===== src/rtl/clkdiv_multi_if.sv =====
`default_nettype none
// clkdiv_multi_if: control/status bundle for the multi-channel rate generator.
// master drives enables, half-periods and sync; slave returns square waves and ticks.
interface clkdiv_multi_if #(
  parameter int CH = 4,
  parameter int W  = 20
);
  logic [CH-1:0]   en;
  logic [CH*W-1:0] half;
  logic            sync;
  logic [CH-1:0]   out;
  logic [CH-1:0]   tick;

  modport master (output en, half, sync, input out, tick);
  modport slave  (input en, half, sync, output out, tick);
endinterface
`default_nettype wire


===== src/rtl/clkdiv_multi.sv =====
`default_nettype none
// clkdiv_multi: CH independent programmable square-wave/tick generators, one clock domain.
// Define CLKDIV_SYNC_EN to make the global sync strobe functional; otherwise sync is ignored.
module clkdiv_multi #(
  parameter int CH = 4,
  parameter int W  = 20
) (
  input wire             clk,
  input wire             rst_n,
  clkdiv_multi_if.slave  bus
);

  localparam logic [W-1:0] ONE = W'(1);

  for (genvar i = 0; i < CH; i++) begin : g_ch
    logic [W-1:0] cnt;
    logic [W-1:0] hact;
    logic [W-1:0] half_i;
    logic         out_q;
    logic         tick_q;

    assign half_i = bus.half[i*W +: W];

    // hact is a shadow of half that only moves at toggle edges while running,
    // so a reprogram never cuts the half-period in flight.
    always_ff @(posedge clk or negedge rst_n) begin
      if (!rst_n) begin
        cnt    <= '0;
        hact   <= '0;
        out_q  <= 1'b0;
        tick_q <= 1'b0;
      end
`ifdef CLKDIV_SYNC_EN
      else if (bus.sync) begin
        cnt    <= '0;
        hact   <= half_i;
        out_q  <= 1'b0;
        tick_q <= 1'b0;
      end
`endif
      else if (!bus.en[i]) begin
        hact   <= half_i;
        tick_q <= 1'b0;
      end else if (cnt == hact) begin
        cnt    <= '0;
        hact   <= half_i;
        out_q  <= ~out_q;
        tick_q <= 1'b1;
      end else begin
        cnt    <= cnt + ONE;
        tick_q <= 1'b0;
      end
    end

    assign bus.out[i]  = out_q;
    assign bus.tick[i] = tick_q;
  end

endmodule
`default_nettype wire


===== src/flat_wrapper.sv =====
// flat-port wrapper written by rule: the top's interface ports become plain ports
module clkdiv_multi_flat 
#(
  parameter int CH = 4,
  parameter int W  = 20
)
  (clk, rst_n, bus_en, bus_half, bus_sync, bus_out, bus_tick);
  clkdiv_multi_if #(.CH(CH), .W(W)) bus_i ();
  input wire clk;
  input wire rst_n;
  input wire logic [$bits(bus_i.en)-1:0] bus_en;
  input wire logic [$bits(bus_i.half)-1:0] bus_half;
  input wire logic [$bits(bus_i.sync)-1:0] bus_sync;
  output wire logic [$bits(bus_i.out)-1:0] bus_out;
  output wire logic [$bits(bus_i.tick)-1:0] bus_tick;
  assign bus_i.en = bus_en;
  assign bus_i.half = bus_half;
  assign bus_i.sync = bus_sync;
  assign bus_out = bus_i.out;
  assign bus_tick = bus_i.tick;
  clkdiv_multi #(.CH(CH), .W(W)) u_core (.clk(clk), .rst_n(rst_n), .bus(bus_i));
endmodule

===== config.mk =====
export PLATFORM = sky130hd
export DESIGN_NAME = clkdiv_multi_flat
export DESIGN_NICKNAME = d
export VERILOG_FILES = /design/src/rtl/clkdiv_multi_if.sv /design/src/rtl/clkdiv_multi.sv /design/src/flat_wrapper.sv
export SDC_FILE = /design/constraint.sdc
export NUM_CORES = 1
export LEC_CHECK = 0
export CORE_MARGIN = 2
export CORE_UTILIZATION = 30
export CTS_CLUSTER_DIAMETER = 120
export DETAILED_ROUTE_END_ITERATION = 6
export PLACE_DENSITY_LB_ADDON = 0.12
export REMOVE_ABC_BUFFERS = 1
export SLEW_MARGIN = 20
export SYNTH_ARGS = -nofsm -noshare
export SYNTH_HDL_FRONTEND = slang
export SYNTH_SLANG_ARGS = --single-unit

===== constraint.sdc =====
create_clock -name clk -period 2.3 [get_ports clk]
set_input_delay 0.46 -clock clk [delete_from_list [all_inputs] [get_ports clk]]
set_output_delay 0.46 -clock clk [all_outputs]
set_load 0.02 [all_outputs]

==> results.md <==
- Yosys reg bits: 168
- Synth warn: 0
- Vias/cell: 4.66
- Worst Tran Pin Value: 529 ps
- Worst-path clk slew: 70 ps
- Die Wd: 170 um
- HPWL reported at the end of detailed placement: 12400 um
- Setup tns final: 0 ps
- Core Box Area: 27000 um2
- Maximum clock frequency: 473 MHz
- Initial antenna violation count: 0
- Avg Synthesized Cell Area: 11.8 um2
- WP data arrival: 2410 ps
- First-pass GRT wire length: 28900 um
- Die height: 170 um
- Startpoint types: flop
- Clock Skew: 11.8 ps
- Total gr overflow: 0
- Largest area contributor in the netlist: dfrtp_1
- CTS buffer count: 17
- Post-CTS setup buffers: 0
- Hold_ws: -14.7 ps
- Clk buf depth: 2
- Final Total Pwr: 7.37 mW
- Synth Cell Area: 8290 um2
- ANT nets after route: 0
- Primary FF master, synth: dfrtp_1
- Register area share after synthesis: 50.7%
- VDD IR max: 0.401 mV
- TritonCTS Sinks: 168
- Resize count post-CTS: 0
- Final hold violations: 3
- Worst slew margin: 64.4%
- Ant. Diodes: 0
- Ys async rst share: 100%
- Leak: 4.51 nW
- Die Area: 29000 um2
- Post-synth cell types: 41
- DRT Pass-1 Iters: 4
- Filler cells: 2653
- Final number of setup-violating endpoints: 0
- Final worst-path cycle share: 92.0%
- Number of synthesized flops with an enable pin: 0
- Req. time, crit path: 2600 ps
- Share of cells above drive strength 1: 12.5%
- Multi-input logic area: 3820 um2
- Largest net degree at the start of global routing: 52
- Starting DRT DRC Count: 192
- CTS tree: done
- Worst setup EP type: flop
- Num rows: 60
- Status: finished with violations
- Most frequent cell after synthesis: dfrtp_1
- CP max FO: 11
- Failing checks: hold timing
- GRT Total Usage: 12.6%
- Layout Nets: 902
- Clock root buffer master: clkbuf_16
- Clk_lat worst skew: 420 ps
- Initial Util: 30.7%
- Residual DRC: 0
- CTS Hold Bufs: 0
- Area occupied by registers: 4200 um2
- Top post-synthesis cells by area: dfrtp_1 (51%), xor2_1 (12%), mux2_1 (7.7%)
- Critical path class: reg -> reg
- Vias in the first global route: 5595
- Gpl congestion: 0.784
- Gate Count Post-Synth: 700
- CTS H-Tree Depth: 4
- Pwr/cell area: 718 nW/um2
- WL/cell: 15.0 um
- Synth top cells by count: dfrtp_1 (168), xor2_1 (116), nor2_1 (76)
- Vias: 5432
- Area growth, synth to finish: 24.0%
- PortBufs: 93
- Total wire length: 17500 um
- Class of the worst hold path: in -> async
- Max-cap violations: 0
- Final critical-path required period: 2120 ps
- Fin. max-slew vios: 0
- Unrepaired setup endpoints after global routing: false
- Synth top area share: 50.7%
- # IOs: 95
[logic make-up after synthesis]
group                    after synthesis  synth area share [%]
flip-flops                           168                  50.7
AND/OR/NAND/NOR                      236                  15.5
adder cells (fa/ha/maj)                4                 0.604
buffers and inverters                 35                  3.14
XOR/XNOR                             140                  14.8
AO/OA/AOI/OAI                         27                  2.34
multiplexers                          90                  12.9
[path summary, 6_finish.rpt]
kind,cells after the start,startpoint,slack [ps],end
worst max register to register,6,u_core.g_ch[0].cnt[2]$_DFFE_PN0P_,180,u_core.g_ch[0].hact[18]$_DFFE_PN0P_
min in group clk,1,u_core.g_ch[0].out_q$_DFFE_PN0P_,470,u_core.g_ch[0].out_q$_DFFE_PN0P_
worst min register to register,1,u_core.g_ch[0].out_q$_DFFE_PN0P_,470,u_core.g_ch[0].out_q$_DFFE_PN0P_
worst min-delay path,1,rst_n,-10,u_core.g_ch[2].hact[14]$_DFFE_PN0P_
max in group asynchronous,2,rst_n,1660,u_core.g_ch[0].cnt[16]$_DFFE_PN0P_
worst max-delay path,6,u_core.g_ch[0].cnt[2]$_DFFE_PN0P_,180,u_core.g_ch[0].hact[18]$_DFFE_PN0P_
[where the power goes]
part / internal (mW) / total (mW) / switching, mW
logic: 0.541 / 0.978 / 0.438
registers: 3.24 / 3.59 / 0.343
clock network: 1.54 / 2.81 / 1.27
[stage by stage]
step / worst slack, ps / cell area, um2 / util (%) / cells
after floorplan: 68.0 / 8060 / - / 673
after global placement: 82.9 / 9710 / 35.9 / 1133
after detailed placement: 104 / 9710 / 35.9 / 1133
after CTS: 156 / 10300 / 38.0 / 1165
after global routing: 69.7 / 10300 / 38.0 / 1165
final: 184 / 10300 / 38.0 / 1165
[layer usage]
layer	GRT usage, %	vias to the layer above	routed length [um]
met2	21.0	76	8390
met1	16.6	2695	8380
met3	2.72	11	517
li1	-	2650	-
met5	0	-	0
met4	3.34	0	188
[registers in the layout (all words and copies together), names as in the netlist]
name and cells:
u_core.g_ch.cnt 80, u_core.g_ch.out_q 4, u_core.g_ch.hact 80, u_core.g_ch.tick_q 4
[layout by cell type, fill, tap and decap left out, types with 9 or more instances in the layout]
cell,n
xnor2_1,24
nand3_1,19
nand4_1,22
xor2_1,116
nor4_1,12
clkbuf_16,17
clkdlybuf4s50_1,92
nand2_1,35
dfrtp_1,168
nor4_2,9
mux2_4,19
buf_4,18
and3_1,11
nor3_1,25
mux2_1,57
and4_1,9
mux2i_1,10
nor2_1,76
[worst max-delay path, stage by stage, from the launching register on]
cell and delay [ps]:
dfrtp_1 430, xor2_1 180, nor4_1 510, nand3_2 160, o21ai_2 160, buf_4 220, mux2_1 340
[layout make-up]
| cell class | instances | area share, % |
|---|---|---|
| Multi-Input combinational cell | 497 | 37.2 |
| Tap cell | 341 | 4.15 |
| Clock buffer | 20 | 4.35 |
| Sequential cell | 168 | 40.9 |
| Inverter | 8 | 0.292 |
| Timing Repair Buffer | 119 | 11.9 |
| Clock inverter | 12 | 1.14 |
Power figures use the tool's default switching activity.
